### src/rtl/polar_encoder.sv
// polar_encoder: sequential polar-code encoder, scatter info bits into free positions then log2(N) XOR butterfly stages
// clk_i/rst_i       clock, synchronous active-high reset
// in_valid_i/in_ready_o, info_i, frozen_i   job input handshake; info packed LSB-first, frozen bit = 1 forces 0
// out_valid_o/out_ready_i, codeword_o, k_o  codeword output handshake; k_o = info bits consumed
module polar_encoder #(
  parameter int N = 64,
  localparam int LOG2N = $clog2(N)
) (
  input  logic             clk_i,
  input  logic             rst_i,
  input  logic             in_valid_i,
  output logic             in_ready_o,
  input  logic [N-1:0]     info_i,
  input  logic [N-1:0]     frozen_i,
  output logic             out_valid_o,
  input  logic             out_ready_i,
  output logic [N-1:0]     codeword_o,
  output logic [LOG2N:0]   k_o
);
  typedef enum logic [1:0] {IDLE, MAP, ENC, OUT} state_t;
  state_t st;
  logic [N-1:0] info, frozen, u, sh, nx;
  logic [LOG2N-1:0] idx, s;
  logic [LOG2N:0] ptr;
  // partner of position b in stage s is b + 2^s; only positions with bit s clear update
  assign sh = u >> (32'd1 << s);
  for (genvar b = 0; b < N; b++) begin : g_bf
    assign nx[b] = ((b >> s) & 1) != 0 ? u[b] : u[b] ^ sh[b];
  end
  always_ff @(posedge clk_i) begin
    if (rst_i) begin
      st <= IDLE;
      info <= '0;
      frozen <= '0;
      u <= '0;
      idx <= '0;
      ptr <= '0;
      s <= '0;
    end else begin
      case (st)
        IDLE: if (in_valid_i) begin
          info <= info_i;
          frozen <= frozen_i;
          u <= '0;
          idx <= '0;
          ptr <= '0;
          st <= MAP;
        end
        MAP: begin
          if (!frozen[idx]) begin
            u[idx] <= info[ptr[LOG2N-1:0]];
            ptr <= ptr + 1'b1;
          end
          idx <= idx + 1'b1;
          if (idx == LOG2N'(N - 1)) begin
            st <= ENC;
            s <= '0;
          end
        end
        ENC: begin
          u <= nx;
          s <= s + 1'b1;
          if (s == LOG2N'(LOG2N - 1)) st <= OUT;
        end
        OUT: if (out_ready_i) st <= IDLE;
      endcase
    end
  end
  assign in_ready_o = st == IDLE;
  assign out_valid_o = st == OUT;
  assign codeword_o = u;
  assign k_o = ptr;
endmodule

### config.mk
export PLATFORM = sky130hd
export DESIGN_NAME = polar_encoder
export DESIGN_NICKNAME = d
export VERILOG_FILES = /design/src/rtl/polar_encoder.sv
export SDC_FILE = /design/constraint.sdc
export NUM_CORES = 1
export LEC_CHECK = 0
export ABC_AREA = 1
export BUFFER_PORTS_ARGS = -buffer_cell sky130_fd_sc_hd__buf_2
export CORE_ASPECT_RATIO = 1.25
export CORE_MARGIN = 2
export CORE_UTILIZATION = 40
export DETAILED_ROUTE_END_ITERATION = 8
export GPL_TIMING_DRIVEN = 0
export HOLD_SLACK_MARGIN = 0.1
export PLACE_DENSITY = 0.65
export SYNTH_ARGS = -nofsm -noshare
export SYNTH_HDL_FRONTEND = slang
export SYNTH_SLANG_ARGS = --single-unit
### constraint.sdc
create_clock -name clk_i -period 5.9 [get_ports clk_i]
set_input_delay 1.18 -clock clk_i [delete_from_list [all_inputs] [get_ports clk_i]]
set_output_delay 1.18 -clock clk_i [all_outputs]
set_load 0.02 [all_outputs]
==> summary.md, run 1 <==
| Metric | Value |
|---|---|
| Status | complete, but fails checks |
| Failing checks | capacitance limit, slew limit |
| CTS Hold Bufs | 0 |
| Critical Path End Type | register |
| Clk slew on worst S/H paths | about 0.070 ns |
| Critical path class | register to register |
| Initial DRT Pass Iterations | 6 |
| RSZ-0062 raised after global routing | false |
| Seq/Total Area, Yosys | 26.1% |
| IO Port Bufs | ~200 |
| PD cells | slightly above 400 nW/um^2 |
| Antenna-violating nets left | 0 |
| Number of max-cap violations | 1 |
| Final Cycle Share | around 87% |
| Clk buf depth | 3 |
| Prevailing post-synth register cell | dfxtp_1 |
| Layout cells sized above 1 | a little over a tenth |
| Layout area overhead | 14.7% |
| Fmax | around 0.20 GHz |
| CTS sink cnt | roughly 210 |
| Worst-skew pair later-pin latency | ~0.53 ns |
| Cell Rows | between 80 and 90 |
| Synth Register Bits | approximately 210 |
| Die height | 230 um |
| Crit Reg-Reg Startpoint | s[1] |
| Placed insts | about 3.6k |
| Initial Util | 40.6% |
| Largest net degree at the start of global routing | 17 |
| Placer Congestion | between 1 and 1.5 |
| Total Wirelength | 90.4 mm |
| # DRC | 0 |
| CP arrival | about 5.5 ns |
| TNS Setup | 0 ns |
| CP Max Fanout | 10 |
| Worst R2R Setup Slack | roughly 0.77 ns |
| H-tree depth | 1 |
| Mapped cell area | between 15000 and 20000 sq um |
| Final setup fails | 0 |
| R2r worst-path depth | 21 |
| Initial antenna violation count | 2 |
| First-pass GRT wire length | around 130 mm |
| Core Region | ~40000 sq um |
| Overall Power | 7.58 mW |
| Max_slew headroom | -2.03% |
| Mapped Cells | 2850 |
| Critical Path Start Type | register |
| Syn_nets | approximately 3k |
| Worst slew pin tran | between 1.5 and 2 ns |
| EDFF count, synth | 0 |
| Hold/Removal Path Class | register to register |
| Final Skew | 0.0225 ns |
| Worst endpoint required time | roughly 6.3 ns |
| Die area | around 43000 sq um |
| Min-delay src | frozen[17] |
| CTS tree | built |
| Vias | around 22k |
| Fin. max-slew vios | 6 |
| Worst slack, placed | ~1.6 ns |
| CTS root buf | clkbuf_16 |
| Hold Path Stages | 2 |
| IR drop worst, VDD | around 0.25 mV |
| Post-CTS setup buffer count | 0 |
| Final std cells w/o fill | around 3.6k |
| Post-CTS sizing | 0 |
| R2r endpoint | codeword_o[16] |
| Fin worst setup slack | 0.775 ns |
| FILL cells | 4464 |
| Synthesized area per cell | 5.74 sq um |
| Starting DRT DRC Count | 2571 |
| Post-DP HPWL | about 72 mm |
| Io pins | 205 |
| Total CTS buffers | 21 |
| Grt ovf | 0 |
| Via density per instance | ~6.0 |
| Tmin final | between 5 and 6 ns |
| P_leak | ~7.8 nW |
| WL per Instance | roughly 25 um |
| Yosys cell types | between 40 and 50 |
| Synth async-reset ratio | 0% |
| WHS Endpoint | frozen[17] |
| Final Hold Fails | 0 |
| Syn. warnings | 0 |
| Vias in the first global route | around 21k |
| Chip width | 185 um |
| Total GRT Usage | 41.8% |
| Final nets | about 3.2k |
[how the worst max path moves through the flow]
stage	cells after the start	startpoint	end	slack [ns]
6_report	21	s[1]	codeword_o[16]	0.77
5_1_grt	22	s[1]	codeword_o[16]	0.62
4_1_cts	23	s[1]	codeword_o[0]	1.54
3_5_place_dp	23	s[1]	codeword_o[0]	1.55
3_3_place_gp	23	s[1]	codeword_o[0]	1.56
2_1_floorplan	23	s[1]	codeword_o[18]	3.14
[worst max-delay path, stage by stage, from the launching register on]
cell,delay [ns]
dfxtp_1,0.35
clkbuf_1,0.44
inv_1,0.25
ha_1,0.28
nor2_1,0.10
nand2_1,0.06
nand2_1,0.05
nand2_1,0.13
nand2_1,0.28
buf_2,0.41
buf_2,0.33
nand3_1,0.13
nand3_1,0.20
nand3_1,0.15
nand3_1,0.37
nand3_1,0.61
nand3_1,0.43
nand3_1,0.11
nand3_1,0.10
nand2_1,0.06
nand2_1,0.07
a21oi_1,0.05
[sequential cells by signal, indices dropped and copies added, names as in the netlist]
| signal | flops |
|---|---|
| idx | 6 |
| st | 2 |
| codeword_o | 64 |
| frozen | 64 |
| s | 6 |
| k_o | 7 |
| info | 64 |
[cells by family (layout without fill, tap and decap cells)]
| logic type | after synthesis | after routing | share of synthesized area, % |
|---|---|---|---|
| AOI/OAI and AO/OA | 543 | 543 | 18.1 |
| xor gates and xnor gates | 3 | 3 | 0.161 |
| DFF | 213 | 213 | 26.1 |
| buffers and inverters | 329 | 571 | 8.11 |
| other | 0 | 1 | 0 |
| and+or+nand+nor | 1750 | 1750 | 46.6 |
| adders and majority gates | 12 | 12 | 0.918 |
[area by class of cell]
class,count,area (sq um),share of cell area [%]
Timing Repair Buffer,205,1030,5.47
Clock buffer,28,602,3.21
Antenna cell,1,2.50,0.0133
Multi-Input combinational cell,2308,10800,57.4
Tap cell,546,683,3.64
Inverter,127,477,2.54
Buffer,202,850,4.53
Sequential cell,213,4260,22.7
Clock inverter,9,87.6,0.467
[metrics by stage]
stage                     cell area [sq um]  util [%]  hold slack [ns]
final                                 18700      46.6            0.454
after global routing                  18700      46.6            0.476
after CTS                             18700      46.6            0.455
after detailed placement              18100      44.9            0.446
after global placement                18100      44.9            0.440
after floorplan                       16300         -            0.430
[layout by cell type, fill, tap and decap left out, types with 3 or more instances in the layout]
| cell type | count |
|---|---|
| buf_1 | 26 |
| nor2_2 | 3 |
| a211oi_1 | 4 |
| o31ai_1 | 8 |
| inv_1 | 109 |
| nand4_1 | 51 |
| o21a_1 | 3 |
| nand2_2 | 3 |
| nor2_1 | 453 |
| and2_1 | 3 |
| a31oi_1 | 6 |
| o21bai_1 | 3 |
| clkbuf_1 | 125 |
| a22oi_1 | 4 |
| buf_4 | 10 |
| clkbuf_16 | 21 |
| clkinv_2 | 3 |
| nand3_1 | 596 |
| clkbuf_8 | 5 |
| dfxtp_1 | 213 |
| inv_2 | 13 |
| nor3_1 | 26 |
| nand3b_1 | 15 |
| ha_1 | 12 |
| a21oi_1 | 194 |
| o21ai_0 | 246 |
| xor2_1 | 3 |
| o211ai_1 | 38 |
| clkinv_1 | 5 |
| buf_2 | 248 |
| o22ai_1 | 15 |
| a221oi_1 | 3 |
| nand2_1 | 588 |
| o21ai_1 | 8 |
| nand3_2 | 5 |
[synth_stat cells, types with 3 or more instances]
| library cell | count | area, sq um |
|---|---|---|
| o211ai_1 | 38 | 285 |
| o21ai_1 | 8 | 40.0 |
| xor2_1 | 3 | 26.3 |
| o31ai_1 | 8 | 60.1 |
| buf_2 | 43 | 215 |
| nand3_2 | 5 | 50.1 |
| o21a_1 | 3 | 22.5 |
| clkbuf_1 | 123 | 462 |
| nand2_1 | 588 | 2210 |
| ha_1 | 12 | 150 |
| inv_2 | 13 | 48.8 |
| nand4_1 | 51 | 319 |
| nor3_1 | 26 | 130 |
| and2_1 | 3 | 18.8 |
| a211oi_1 | 4 | 30.0 |
| o22ai_1 | 15 | 93.8 |
| a22oi_1 | 4 | 30.0 |
| o21bai_1 | 3 | 22.5 |
| dfxtp_1 | 213 | 4260 |
| a31oi_1 | 6 | 37.5 |
| nor2_2 | 3 | 18.8 |
| a21oi_1 | 194 | 971 |
| o21ai_0 | 246 | 1230 |
| nand3_1 | 596 | 2980 |
| nand3b_1 | 15 | 113 |
| nand2_2 | 3 | 18.8 |
| buf_4 | 10 | 75.1 |
| inv_1 | 109 | 409 |
| nor2_1 | 453 | 1700 |
| clkinv_1 | 5 | 18.8 |
| a221oi_1 | 3 | 26.3 |
| buf_1 | 26 | 97.6 |
[report_power, final]
group	internal [mW]	switching, mW
clock	0.768	0.621
sequential	1.71	0.173
combinational	1.12	3.18
total	3.60	3.98
[per-layer routing]
layer / GRT usage (%) / part of all wire [%] / vias to the layer above
met2: 68.5 / 45 / 1339
li1: - / - / 10200
met4: 38.1 / 11 / 2
met5: 0 / 0.017 / -
met3: 8.20 / 8.9 / 476
met1: 45.1 / 35 / 10000
Note: power is estimated with default switching activity, not from simulation.
==> run 2: changes to the inputs <==
--- a/config.mk
+++ b/config.mk
@@ -5,7 +5,6 @@
 export SDC_FILE = /design/constraint.sdc
 export NUM_CORES = 1
 export LEC_CHECK = 0
-export ABC_AREA = 1
 export BUFFER_PORTS_ARGS = -buffer_cell sky130_fd_sc_hd__buf_2
 export CORE_ASPECT_RATIO = 1.25
 export CORE_MARGIN = 2
@@ -13,7 +12,7 @@
 export DETAILED_ROUTE_END_ITERATION = 8
 export GPL_TIMING_DRIVEN = 0
 export HOLD_SLACK_MARGIN = 0.1
-export PLACE_DENSITY = 0.65
+export PLACE_DENSITY = 0.64
 export SYNTH_ARGS = -nofsm -noshare
 export SYNTH_HDL_FRONTEND = slang
 export SYNTH_SLANG_ARGS = --single-unit
==> summary.md, run 2 <==
| Metric | Value |
|---|---|
| Final Hold Fails | 0 |
| Final core utilization | 46.5% |
| Simple-Gate Fraction of Synth Area | 24.8% |
| Critical Path Start Type | register |
| Share of Yosys cell area claimed by the top area cell type | 24.3% |
| Commonest cells in the netlist | nand2_1, a21oi_1, dfxtp_1 |
| Top Metal Used | met5 |
| Min Hold Slack | between 0.4 and 0.5 ns |
| Io pins | just over 200 |
| WL per Instance | 36.8 um |
| Clock share of power | 19.2% |
| TNS Setup | -0.441 ns |
| Worst-skew pair later-pin latency | 0.55 ns |
| Core Region | between 40000 and 50000 sq um |
| Most frequent cells in the layout | nand2_1, a21oi_1, buf_2, dfxtp_1, nor2_1 |
| Initial antenna violation count | 8 |
| Chip width | around 190 um |
| Worst slew pin tran | roughly 1.5 ns |
| Max_slew headroom | around 1.4% |
| Sequential fraction of design power | between 20% and 30% |
| Failing checks | capacitance limit, setup timing |
| CTS Hold Bufs | 0 |
| Crit-path cells | clkinv_1, ha_1, clkbuf_1, clkinv_1, nor2_4, nor2_1, buf_2, a22oi_1, mux2i_1, a21oi_1, o21ai_0, o2bb2ai_1, a32o_1 |
| Post-CTS setup buffer count | 0 |
| Number of max-cap violations | 2 |
| Critical-path top delay cell | clkinv_1 |
| FILL cells | roughly 4.4k |
| Die height | ~240 um |
| Area after DPL | a little under 20000 sq um |
| Starting DRT DRC Count | 3338 |
| Clk slew on worst S/H paths | 0.09 ns |
| Synth Area in Adders | less than 1% |
| Prevailing post-synth register cell | dfxtp_1 |
| Final Cycle Share | 103% |
| Met1 Routed Length | around 39 mm |
| CP Max Fanout | 10 |
| Crit path largest cell delay | 0.88 ns |
| Most common cell in the synthesized netlist | nand2_1 |
| Met2 routed WL | around 51 mm |
| Worst slack, placed | approximately 0.16 ns |
| IR drop worst, VDD | ~0.34 mV |
| Layout cells sized above 1 | 15.5% |
| Tmin final | around 6.1 ns |
| Grt ovf | 0 |
| H-tree depth | 1 |
| Via density per instance | approximately 7.2 |
| Xor and xnor fraction of the mapped netlist area | 1.05% |
| P_leak | approximately 7.2 nW |
| Total CTS buffers | 20 |
| CTS sink cnt | 213 |
| Antenna-violating nets left | 0 |
| Largest net degree at the start of global routing | 17 |
| Hold/Removal Path Class | register to register |
| Buf+Inv Stages, Crit Path | 4 |
| Largest family of logic cells by synthesized area | compound AO/OA/AOI/OAI gates |
| Worst endpoint required time | between 6 and 7 ns |
| Status | complete, but fails checks |
| # DRC | 0 |
| Combinational Power Share | a little under three fifths |
| Fin worst setup slack | -0.162 ns |
| Critical Path End Type | register |
| First-pass GRT wire length | approximately 170 mm |
| Post-DP HPWL | slightly below 90 mm |
| Total Wirelength | between 100 and 150 mm |
| Clk buf depth | 3 |
| CTS tree | built |
| Vias | 23.5k |
| Fmax | around 0.16 GHz |
| CP arrival | approximately 6.5 ns |
| Sw frac | 52.8% |
| Mapped Cells | between 2k and 2.5k |
| Placer Congestion | between 1 and 1.5 |
| Die area | roughly 46000 sq um |
| Post-synthesis mux area share | between 10% and 20% |
| Vias in the first global route | around 23k |
| Most common cell after layout, fill and taps aside | nand2_1 |
| Cell family with most CP delay | compound AO/OA/AOI/OAI gates |
| Storage cell area | between 4000 and 5000 sq um |
| Routed wl met3 | 15.0 mm |
| Layout area overhead | 14.2% |
| Seq/Total Area, Yosys | about a quarter |
| IO Port Bufs | approximately 200 |
| Initial DRT Pass Iterations | 8 |
| Mapped cell area | around 18000 sq um |
| RSZ-0062 raised after global routing | false |
| Cell Rows | 85 |
| Yosys cell types | 95 |
| Cell mode on critical path | clkinv_1 |
| Initial Util | approximately two fifths |
| Final Cell Area | between 20000 and 25000 sq um |
| Fin. max-slew vios | 0 |
| Pint | around 3.5 mW |
| P_sw | 3.93 mW |
| Synthesized area per cell | between 7 and 8 sq um |
| Final nets | 2817 |
| EDFF count, synth | 0 |
| Critical path class | register to register |
| Total GRT Usage | between 50% and 60% |
| PD cells | between 300 and 400 nW/um^2 |
| Largest cells by area after synthesis | dfxtp_1, nand2_1, a21oi_1 |
| Syn. warnings | 0 |
| Footprint of the multi-input gates | about 12000 sq um |
| Syn_nets | 2589 |
| Synth async-reset ratio | 0% |
| Final Skew | about 0.034 ns |
| Synth Register Bits | ~210 |
| Yosys top cell by area | dfxtp_1 |
| Fraction of the mapped netlist area in compound gates | roughly 30% |
| CTS root buf | clkbuf_16 |
| Final setup fails | 6 |
[run 2: cell count changes after synthesis, sizes merged, moves of 101 or more]
cell / change
o21ai: -117
nand3: -521
mux2i: +132
nor2: -241
inv: -101
nand2: -188
[run 2: layout make-up]
| cell class | instances | share of cell area (%) |
|---|---|---|
| multi-input combinational | 1962 | 60.9 |
| sequential | 213 | 21.2 |
| timing repair buffer | 206 | 5.20 |
| buffer | 245 | 5.15 |
| tap | 565 | 3.52 |
| clock buffer | 25 | 2.84 |
| clock inverter | 10 | 0.617 |
| inverter | 25 | 0.467 |
| antenna | 2 | 0.0249 |
[run 2: path summary, 6_finish.rpt]
check             startpoint             end  slack (ns)  depth (start not counted)
hold reg to reg     info[24]        info[24]        0.46                          2
setup reg to reg        s[0]  codeword_o[19]       -0.16                         13
hold / removal      info[24]        info[24]        0.46                          2
setup / recovery        s[0]  codeword_o[19]       -0.16                         13
[run 2: power groups by stage]
| stage | Sequential [mW] | Clock [mW] | Combinational (mW) |
|---|---|---|---|
| after detailed placement | 1.82 | 0 | 3.82 |
| after floorplan | 1.78 | 0 | 2.28 |
| after global routing | 1.82 | 1.46 | 4.24 |
| after CTS | 1.79 | 1.41 | 3.86 |
| after global placement | 1.80 | 0 | 3.79 |
| final | 1.81 | 1.43 | 4.20 |
[run 2: repair_timing]
item / CTS / global route
endpoints found under the setup margin: 0 / 4
gates resized for setup: 0 / 6
endpoints found under the hold margin: 0 / 0
[run 2: kinds of logic (layout without fill, tap and decap cells)]
group                    count (synthesis)  count (layout)
AO/OA/AOI/OAI                          781             781
XOR/XNOR                                21              21
adder cells (fa/ha/maj)                 12              12
buffers and inverters                  270             511
flip-flops                             213             213
multiplexers                           192             192
other                                    0               2
AND/OR/NAND/NOR                        956             956
[run 2: metrics by stage]
step	std cells	total power [mW]
floorplan	2445	4.06
global placement	3213	5.60
detailed placement	3213	5.64
CTS	3248	7.06
global route	3251	7.51
finish	3253	7.44
[run 2: layer usage]
layer  up-vias  global-route usage [%]
met5         -                       0
met3       826                    18.9
li1       9509                       -
met4        12                    51.2
met2      2167                    77.6
met1     11000                    53.9
[run 2: worst min-delay path: stages (launching register included)]
cell     delay, ns
dfxtp_1       0.31
nand2_1       0.05
a21oi_1       0.05
